## config.mk

```make
export PLATFORM = sky130hd
export DESIGN_NAME = game_turn_controller
export DESIGN_NICKNAME = d
export VERILOG_FILES = /design/src/rtl/game_pkg.sv /design/src/rtl/turn_timer.sv /design/src/rtl/game_turn_controller.sv
export SDC_FILE = /design/constraint.sdc
export NUM_CORES = 1
export LEC_CHECK = 0
export ABC_AREA = 1
export CORE_MARGIN = 5
export CORE_UTILIZATION = 51
export CTS_BUF_LIST = sky130_fd_sc_hd__clkbuf_4 sky130_fd_sc_hd__clkbuf_8
export DETAILED_ROUTE_END_ITERATION = 12
export PLACE_DENSITY = 0.86
export SLEW_MARGIN = 25
export SYNTH_ARGS = -nofsm -noshare
export SYNTH_HDL_FRONTEND = slang
export SYNTH_SLANG_ARGS = --single-unit
```

## constraint.sdc

```tcl
create_clock -name clk -period 2.5 [get_ports clk]
set_input_delay 0.5 -clock clk [delete_from_list [all_inputs] [get_ports clk]]
set_output_delay 0.5 -clock clk [all_outputs]
set_load 0.02 [all_outputs]
```

## src/rtl/game_pkg.sv

```systemverilog
// rtl/game_pkg.sv - shared states, player codes and board dimensions for game_turn_controller
package game_pkg;

  typedef enum logic [2:0] {
    IDLE      = 3'd0,
    CLEAR     = 3'd1,
    WAIT_MOVE = 3'd2,
    VALIDATE  = 3'd3,
    INSERT    = 3'd4,
    CHECK     = 3'd5,
    GAME_OVER = 3'd6
  } state_t;

  localparam logic [1:0] PLAYER_NONE = 2'b00;
  localparam logic [1:0] PLAYER1     = 2'b01;
  localparam logic [1:0] PLAYER2     = 2'b10;

  localparam int ROWS      = 6;
  localparam int COLS      = 7;
  localparam int MAX_MOVES = ROWS * COLS;

  function automatic logic [1:0] other_player(input logic [1:0] p);
    return (p == PLAYER1) ? PLAYER2 : PLAYER1;
  endfunction

endpackage

```

## src/rtl/turn_timer.sv

```systemverilog
// rtl/turn_timer.sv - per-turn cycle counter, expired is high on the last cycle of the turn
module turn_timer #(
  parameter int TURN_CYCLES = 500000000
) (
  input  logic clk,
  input  logic rst,
  input  logic clr,
  input  logic en,
  output logic expired
);

  localparam int CW = (TURN_CYCLES > 1) ? $clog2(TURN_CYCLES) : 1;
  localparam logic [CW-1:0] LAST = CW'(TURN_CYCLES - 1);

  logic [CW-1:0] count;

  assign expired = en && (count == LAST);

  // Expiry wraps to zero so the next player gets a full turn.
  always_ff @(posedge clk or negedge rst) begin
    if (!rst) begin
      count <= '0;
    end else if (clr || expired) begin
      count <= '0;
    end else if (en) begin
      count <= count + CW'(1);
    end
  end

endmodule

```

## src/rtl/game_turn_controller.sv

```systemverilog
// rtl/game_turn_controller.sv - turn sequencing FSM for a two-player column game; TURN_TIMER_EN adds a turn timeout
module game_turn_controller
  import game_pkg::*;
#(
  parameter int TURN_CYCLES = 500000000
) (
  input  logic       clk,
  input  logic       rst,
  input  logic       start,
  input  logic       confirm,
  input  logic [2:0] col_in,
  input  logic       col_full,
  input  logic       check_done,
  input  logic       winner_found,
  output logic       board_rst_n,
  output logic       insert_en,
  output logic [2:0] col_sel,
  output logic [1:0] player_id,
  output logic       check_req,
  output logic       invalid_move,
  output logic       timeout,
  output logic [1:0] winner,
  output logic       draw,
  output logic [5:0] move_count,
  output logic [2:0] state
);

  state_t      state_q, state_d;
  logic        board_rst_n_q, insert_en_q, check_req_q, draw_q;
  logic [2:0]  col_sel_q;
  logic [1:0]  player_q, winner_q;
  logic [5:0]  move_count_q;
  logic        bad_move, turn_expired, board_full;

  assign bad_move   = col_full || (col_sel_q >= 3'(COLS));
  assign board_full = (move_count_q == 6'(MAX_MOVES));

`ifdef TURN_TIMER_EN
  logic expired;

  turn_timer #(
    .TURN_CYCLES(TURN_CYCLES)
  ) u_turn_timer (
    .clk     (clk),
    .rst     (rst),
    .clr     (state_q != WAIT_MOVE),
    .en      (state_q == WAIT_MOVE),
    .expired (expired)
  );

  // A confirm landing on the expiry cycle wins over the timeout.
  assign turn_expired = (state_q == WAIT_MOVE) && expired && !confirm;
`else
  assign turn_expired = 1'b0;
`endif

  always_comb begin
    state_d = state_q;
    case (state_q)
      IDLE, GAME_OVER: if (start) state_d = CLEAR;
      CLEAR:           state_d = WAIT_MOVE;
      WAIT_MOVE:       if (confirm) state_d = VALIDATE;
      VALIDATE:        state_d = bad_move ? WAIT_MOVE : INSERT;
      INSERT:          state_d = CHECK;
      CHECK: begin
        if (check_done) begin
          state_d = (winner_found || board_full) ? GAME_OVER : WAIT_MOVE;
        end
      end
      default:         state_d = IDLE;
    endcase
  end

  // Strobes are registered from state_d so they line up with the state they belong to.
  always_ff @(posedge clk or negedge rst) begin
    if (!rst) begin
      state_q       <= IDLE;
      board_rst_n_q <= 1'b1;
      insert_en_q   <= 1'b0;
      check_req_q   <= 1'b0;
      col_sel_q     <= 3'd0;
      player_q      <= PLAYER1;
      winner_q      <= PLAYER_NONE;
      draw_q        <= 1'b0;
      move_count_q  <= 6'd0;
    end else begin
      state_q       <= state_d;
      board_rst_n_q <= (state_d != CLEAR);
      insert_en_q   <= (state_d == INSERT);
      check_req_q   <= (state_d == CHECK);
      case (state_q)
        CLEAR: begin
          move_count_q <= 6'd0;
          winner_q     <= PLAYER_NONE;
          draw_q       <= 1'b0;
          player_q     <= PLAYER1;
        end
        WAIT_MOVE: begin
          if (confirm) begin
            col_sel_q <= col_in;
          end else if (turn_expired) begin
            player_q <= other_player(player_q);
          end
        end
        INSERT: move_count_q <= move_count_q + 6'd1;
        CHECK: begin
          if (check_done) begin
            if (winner_found) begin
              winner_q <= player_q;
            end else if (board_full) begin
              draw_q <= 1'b1;
            end else begin
              player_q <= other_player(player_q);
            end
          end
        end
        default: ;
      endcase
    end
  end

  assign board_rst_n  = board_rst_n_q;
  assign insert_en    = insert_en_q;
  assign check_req    = check_req_q;
  assign col_sel      = col_sel_q;
  assign player_id    = player_q;
  assign winner       = winner_q;
  assign draw         = draw_q;
  assign move_count   = move_count_q;
  assign invalid_move = (state_q == VALIDATE) && bad_move;
  assign timeout      = turn_expired;
  assign state        = state_q;

endmodule

```

=== Yosys cells after proc, flatten, opt, wreduce, memory -nomap -nowiden ===
Index checks and enable logic that the tools add are counted.

* Flip-flop bits (word level): 20

* Add/sub/neg operators: 1
* $lt $le $gt $ge: 1
* Equal/unequal tests: 16
* Muxes and demuxes: 19
* Reduce and logical (&&, ||, !) cells: 11

{| class="wikitable"
|+ Operators with widths
! kind !! number
|-
| case mux 3 bit (6 select lines) || 1
|-
| equality test 3 bit (second input constant) || 5
|-
| 2-to-1 mux 3 bit || 5
|-
| 2-to-1 mux 2 bit || 6
|-
| case mux 6 bit (2 select lines) || 1
|-
| != test 2 bit (second input constant) || 5
|-
| case mux 2 bit (2 select lines) || 2
|-
| AND reduction 4 bit || 2
|-
| adder 6 x 1 -> 6 bit (second input constant) || 1
|-
| equality test 3 x 2 -> 1 bit (second input constant) || 2
|-
| equality test 6 bit (second input constant) || 1
|-
| nonzero test 2 bit || 2
|-
| equality test 3 x 1 -> 1 bit (second input constant) || 1
|-
| greater-or-equal comparator 3 bit (second input constant) || 1
|-
| logical NOT 3 bit || 1
|-
| 2-to-1 mux 1 bit || 3
|-
| != test 3 x 1 -> 1 bit (second input constant) || 1
|-
| AND reduction 3 bit || 1
|-
| equality test 2 x 1 -> 1 bit (second input constant) || 1
|-
| logical OR 1 bit || 2
|-
| case mux 1 bit (2 select lines) || 1
|-
| AND reduction 2 bit || 1
|-
| OR reduction 2 bit || 1
|-
| logical AND 1 bit || 1
|}

=== Longest topological paths before layout ===
Gate-level depths: netlist of run 1.

* Word-level depth: 6
* Gate-level depth with buffers: 9

=== Least setup slack after synthesis of run 1 ===
Ideal clock, no wire load.

* Path type: flip-flop to output port
* Start: register state_q[2], in the netlist state[2]
* End: output invalid_move
* Arrival: 0.927 ns
* Slack: 1.073 ns
* Stages on the path, launching flop included: 4
* Path through: dfrtp_1 > inv_2 > nand4_1 > inv_1

* Longest elaborated chain between the ends: 2

{| class="wikitable"
|+ Ends and longest elaborated chain
! what !! line !! source
|-
| start: declaration || game_turn_controller.sv:28 || <nowiki>state_t state_q, state_d;</nowiki>
|-
| start signal: assignment || game_turn_controller.sv:87 || <nowiki>state_q <= state_d;</nowiki>
|-
| equality test 3 x 2 -> 1 bit || game_turn_controller.sv:130 || <nowiki>assign invalid_move = (state_q == VALIDATE) && bad_move;</nowiki>
|-
| logical AND 1 bit || game_turn_controller.sv:130 ||
|-
| end: declaration || game_turn_controller.sv:20 || <nowiki>output logic invalid_move,</nowiki>
|}

No other way between the ends.

=== Worst setup path after layout of run 1 ===
* Start: input col_full
* End: output invalid_move

* Longest elaborated chain between the ends: 2

{| class="wikitable"
|+ Ends and longest elaborated chain
! what !! line !! source
|-
| start: declaration || game_turn_controller.sv:12 || <nowiki>input logic col_full,</nowiki>
|-
| logical OR 1 bit || game_turn_controller.sv:35 || <nowiki>assign bad_move = col_full || (col_sel_q >= 3'(COLS));</nowiki>
|-
| logical AND 1 bit || game_turn_controller.sv:130 ||
|}

No other way between the ends.

==> metrics, run 1 <==
status complete, no violations; FF+latch count, synth 20; Seq/Total Area, Yosys 0.5012; Num CTS Buffers 3; Pwr Density 1036 nW/um2; # rows 16; Crit-path slowest cell clkdlybuf4s50_1; WS Path Type primary input to output pin; hold slack 0.4822 ns; Die X 54.36 um; clk_skew 0.006206 ns; depth of the CTS H-tree 1; HP Class flop to flop; Post-CTS Resized 0; DRC viols 0; Longest Clk Path Bufs 2; unrepaired setup endpoints after global routing false; Main synth FF type dfrtp_1; first-pass GRT wire length 3891 um; Setup Viol. Count Final 0; final setup margin 0.1740 ns; Max FO, Critical Path 2; max_cap viols 0; clock sinks 20; syn avg cell area 8.028 um2; Finished Core Util 0.7148; number of global-route vias before repair 881; most numerous cell in the Yosys netlist nand2_1; dpl hpwl 1798 um; Clk pwr share 0.130; DRT iter0 DRCs 12; grt total ovfl 0; post-CTS setup buffers 0; # diodes 0; clk_lat worst skew 0.30 ns; number of buffers and inverters on the critical path 4; wire length per cell 12.31 um; setup_tns 0 ns; Post-synth EDFFs 0; Gate Count Post-Synth 125; Final Hold Vio Count 0; leading area contributor after synthesis dfrtp_1; # fillers 165; clock root cell clkbuf_4; DR pass1 iterations 4; share of the synthesized area in the top cell type 0.4489; top cells by area, synth dfrtp_1, nand2_1, nand3_1; IO Count 32; RR Startpoint move_count[0]$_DFFE_PN0P_; area of the die 2954 um2; internal power 0.0008068 W; Die Y 54.36 um; commonest cells in the netlist nand2_1, dfrtp_1, nand3_1, inv_1, nor2_1; ANT nets after route 0; Flop pwr share 0.374; HP Start draw$_DFFE_PN0P_; post-synth net total 137; fin area 1374 um2; ratio of cells with drive above 1 in the final layout 0.1132; Critical Path End Type output pin; worst-path cell chain clkdlybuf4s50_1 > inv_1 > nand2_1 > nand4_1 > inv_1 > clkdlybuf4s50_1; LEAKAGE 0.6710 nW; Placed Area 1338 um2; mapped cell area 1003 um2; Yosys warning count 0; power share of the combinational group 0.496; Starting Density 0.5221; core area 1922 um2; Psw 0.0006169 W; Reg clk slew, reported paths 0.10 ns; cts hold-fix bufs 0; Slew Limit Fails 0; CP peak stage delay 0.59 ns; maximum clock frequency 0.4299 GHz; Sw Ratio 0.4333; FF/Latch Area 503.0 um2; Startpoint Class primary input; Worst EP required 2.00 ns; largest net degree at the start of global routing 21; P&R area growth vs syn 36.91%; antenna violations before repair 0; Routed WL 2289 um; critical path data arrival time 1.83 ns; fin crit period 2.326 ns; DR vias/cell 5.043; ys async rst share 1.000; Port Buf Inserts 30; CTS tree built; Yosys cell types 20; fin crit share 0.9304; CP delay by family, top buffers and inverters; total track usage 0.1877; area used by multi-input combinational logic 432.9 um2; Peak VDD IR 0.0007383 V; routability-driven placement congestion ratio 0.8567; Final #Nets 172; worst slack, placed 0.1837 ns; Via Count 938; Crit. Startpoint col_full
## final timing paths
kind	cells past startpoint	end	slack, ns
setup / recovery	6	invalid_move	0.17
hold / removal	2	draw$_DFFE_PN0P_	0.48
setup reg to reg	9	draw$_DFFE_PN0P_	1.18
hold reg to reg	2	draw$_DFFE_PN0P_	0.48
max in group asynchronous	2	player_id[0]$_DFFE_PN1P_	1.70
min in group asynchronous	2	move_count[0]$_DFFE_PN0P_	0.53
## flip-flops by register name, indices dropped and copies added, names as in the netlist
register	flops
player_id	2
insert_en	1
winner	2
check_req	1
board_rst_n	1
draw	1
col_sel	3
state	3
move_count	6
## cells in the final DEF (no fill, tap or decap), drive strengths merged
master,netlist,routed
nor2,8,8
or2,1,1
clkbuf,0,4
inv,16,16
nand3,17,17
nor3,1,1
o21bai,1,1
clkdlybuf4s50,0,30
conb,1,1
a21oi,5,5
ha,2,2
nand2,39,39
buf,1,1
o21ai,8,8
dfstp,2,2
dfrtp,18,18
nand4,5,5
## routing by layer
metal,global-route usage,share of wire
met1,0.2263,0.43
met2,0.2928,0.48
met3,0.05995,0.076
met4,0.1079,0.018
met5,0,0
## cell families (layout without fill, tap and decap cells)
logic type      count (synthesis)  after routing  synth area share
simple gates                   71             71            0.3304
flops                          20             20            0.5012
buf+inv                        17             51           0.06733
compound gates                 14             14           0.07232
fa+ha+maj                       2              2           0.02493
other cells                     1              1          0.003737
## worst min-delay path, stage by stage (launching register included)
cell	delay, ns
dfrtp_1	0.36
nand2_1	0.05
nand2_1	0.05
## through the flow
step	cells	power, W
after floorplan	125	0.0009446
after global placement	182	0.001221
after detailed placement	182	0.001248
after CTS	186	0.001433
after global routing	186	0.001548
final	186	0.001424
## power groups by stage
stage | clock network (W) | logic, W | registers (W)
after CTS | 0.000190 | 0.000712 | 0.000531
final | 0.000186 | 0.000706 | 0.000532
after global placement | 0 | 0.000691 | 0.000530
after global routing | 0.000215 | 0.000780 | 0.000553
after detailed placement | 0 | 0.000709 | 0.000539
after floorplan | 0 | 0.000304 | 0.000640
## cell type report
type	instances	area share
Clock buffer	4	0.02641
Inverter	16	0.04372
Multi-Input combinational cell	88	0.3151
Sequential cell	20	0.3661
Tap cell	27	0.02459
Timing Repair Buffer	31	0.2240
Note: power is estimated with default switching activity, not from simulation.
==> run 2, diff against run 1 <==
--- a/config.mk
+++ b/config.mk
@@ -9,6 +9,7 @@
 export CORE_MARGIN = 5
 export CORE_UTILIZATION = 51
 export CTS_BUF_LIST = sky130_fd_sc_hd__clkbuf_4 sky130_fd_sc_hd__clkbuf_8
+export CTS_CLUSTER_SIZE = 20
 export DETAILED_ROUTE_END_ITERATION = 12
 export PLACE_DENSITY = 0.86
 export SLEW_MARGIN = 25
==> results of run 2 <==
No change in the layout: final DEF, timing and power equal those of run 1.
==> run 3, diff against run 2 <==
--- a/config.mk
+++ b/config.mk
@@ -5,13 +5,12 @@
 export SDC_FILE = /design/constraint.sdc
 export NUM_CORES = 1
 export LEC_CHECK = 0
-export ABC_AREA = 1
 export CORE_MARGIN = 5
 export CORE_UTILIZATION = 51
 export CTS_BUF_LIST = sky130_fd_sc_hd__clkbuf_4 sky130_fd_sc_hd__clkbuf_8
 export CTS_CLUSTER_SIZE = 20
 export DETAILED_ROUTE_END_ITERATION = 12
-export PLACE_DENSITY = 0.86
+export PLACE_DENSITY = 0.85
 export SLEW_MARGIN = 25
 export SYNTH_ARGS = -nofsm -noshare
 export SYNTH_HDL_FRONTEND = slang
==> run 3 against run 2 <==
Non-clock buffer count grew 2. Via count fell by 0.21%. Highest routed layer unchanged. Largest cell class unchanged. Synthesized cell count down 14%. Utilization grew 0.65 points. Clock-buffer cell count is 1 lower.
==> metrics, run 3 <==
ANT nets after route 0; Setup Viol. Count Final 0; total track usage 0.1822; P&R area growth vs syn 35.77%; non-filler cells, final 165; Num CTS Buffers 3; DRT iter0 DRCs 34; unrepaired setup endpoints after global routing false; fin area 1415 um2; routability-driven placement congestion ratio 0.7903; # rows 16; RR Startpoint move_count[0]$_DFFE_PN0P_; share of the synthesized area in the top cell type 0.4322; antenna violations before repair 0; clock root cell clkbuf_4; number of global-route vias before repair 929; wire length per cell 15.53 um; Die X 55.21 um; fin crit period 2.299 ns; IO Count 32; Port Buf Inserts 30; setup_tns 0 ns; Routed WL 2562 um; Worst Reg-to-Reg Cells 6; Longest Clk Path Bufs 2; Reg clk slew, reported paths 0.12 ns; commonest non-fill, non-tap cell in the layout clkdlybuf4s50_1; ratio of cells with drive above 1 in the final layout 0.1304; Placed Area 1361 um2; Main synth FF type dfrtp_1; mux cell area share after synthesis 0.05162; largest net degree at the start of global routing 21; FF+latch count, synth 20; hold slack 0.5096 ns; depth of the CTS H-tree 1; maximum clock frequency 0.4351 GHz; Pwr Density 1116 nW/um2; commonest cells in the netlist dfrtp_1, o21ai_0, nor2_1, a21oi_1, nand2_1; WS Path Type flop to output pin; leading area contributor after synthesis dfrtp_1; fin crit share 0.9194; Post-Synth Adder-Cell Area 0.02401; max_cap viols 0; syn avg cell area 9.741 um2; status complete, no violations; clk_skew 0.009016 ns; Starting Density 0.5313; post-synth net total 119; RR Endpoint player_id[0]$_DFFE_PN1P_; core area 1962 um2; critical path data arrival time 1.80 ns; Yosys warning count 0; Startpoint Class flop; # diodes 0; XOR/XNOR Fraction of Synth Area 0; ys async rst share 1.000; grt total ovfl 0; dpl cells 161; first-pass GRT wire length 4409 um; Die Y 55.21 um; clock sinks 20; DR vias/cell 5.673; Critical Path End Type output pin; mapped cell area 1042 um2; HP Class primary input to asynchronous set/reset pin; Seq/Total Area, Yosys 0.4826; Peak VDD IR 0.0007651 V; most numerous cell in the Yosys netlist dfrtp_1; number of flip-flops under the largest register name 6; Slew Limit Fails 0; Worst EP required 2.00 ns; Gate Count Post-Synth 107; Compound-Gate Fraction of Synth Area 0.1405; CTS tree built; clk_lat worst skew 0.31 ns; DR pass1 iterations 4; LEAKAGE 0.6205 nW; Max FO, Critical Path 13; DRC viols 0; Final #Nets 151; simple-gate share of the synthesized area 0.2509; r2r setup slk 0.84 ns; post-CTS setup buffers 0; Post-synth EDFFs 0; dpl hpwl 1888 um; Via Count 936; most frequent cells in the layout clkdlybuf4s50_1, dfrtp_1, o21ai_0; largest family of logic cells by synthesized area simple AND/OR/NAND/NOR gates; area of the die 3048 um2; Yosys cell types 32; top cells by area, synth dfrtp_1, dfstp_2, o21ai_0; Final Hold Vio Count 0
[run 3: cell types whose count changed after synthesis, sizes merged, moves of 4 or more]
cell,change
and3,+4
inv,-13
nand2,-32
nand2b,+5
nand3,-11
nand4,-5
o21ai,+6
[run 3: area by class of cell]
cell class	count	area, um2
Clock buffer	3	22.52
Multi-Input combinational cell	78	490.5
Tap cell	27	33.78
Inverter	3	11.26
Fill cell	157	546.8
Clock inverter	1	30.03
Timing Repair Buffer	33	322.8
Sequential cell	20	504.2
[run 3: worst max-delay path by stage]
stage | start | endpoint | slack [ns] | cells after the start
CTS | state[1]$_DFF_PN0_ | invalid_move | 0.08 | 4
detailed placement | col_full | invalid_move | 0.24 | 4
floorplan | state[0]$_DFF_PN0_ | invalid_move | 0.76 | 4
global placement | col_full | invalid_move | 0.27 | 4
finish | state[1]$_DFF_PN0_ | invalid_move | 0.20 | 4
global route | state[1]$_DFF_PN0_ | invalid_move | 0.08 | 4
[run 3: cells by family after synthesis]
group,count (synthesis)
and+or+nand+nor,43
buffers and inverters,9
adders and majority gates,2
DFF,20
other,1
muxes,5
AOI/OAI and AO/OA,27
[run 3: routing by layer]
layer | up-vias | share of wire | global-route usage | routed length (um)
met1 | 448 | 0.41 | 0.2191 | 1055
met2 | 43 | 0.51 | 0.3007 | 1307
li1 | 438 | - | - | -
met5 | - | 0 | 0 | 0
met4 | 0 | 0.028 | 0.1111 | 73
met3 | 7 | 0.049 | 0.03263 | 126
[run 3: report_power, final]
group | internal (W) | switching, W | total [W]
Clock | 0.000162 | 0.000102 | 0.000265
Sequential | 0.000431 | 0.000118 | 0.000549
Combinational | 0.000348 | 0.000417 | 0.000765
Total | 0.000942 | 0.000637 | 0.00158
[run 3: stage by stage]
stage                     setup WS [ns]    util  power [W]
after detailed placement         0.2424  0.6939   0.001305
after global placement           0.2721  0.6939   0.001285
after global routing            0.08214  0.7213   0.001684
after CTS                       0.07680  0.7207   0.001578
final                            0.2015  0.7213   0.001579
after floorplan                  0.7647       -   0.001004
[run 3: what timing repair did]
| item | 4_1_cts | 5_1_grt |
|---|---|---|
| gates resized for setup | 0 | 1 |
| hold endpoints to repair | 0 | 0 |
| hold buffers | 0 | 0 |
| setup endpoints to repair | 0 | 1 |
[run 3: worst max-delay path, cell delays in order (launching register included)]
cell and delay [ns]:
dfrtp_2 0.51, nor2b_4 0.21, nand2_1 0.06, nor2_1 0.08, clkdlybuf4s50_1 0.62
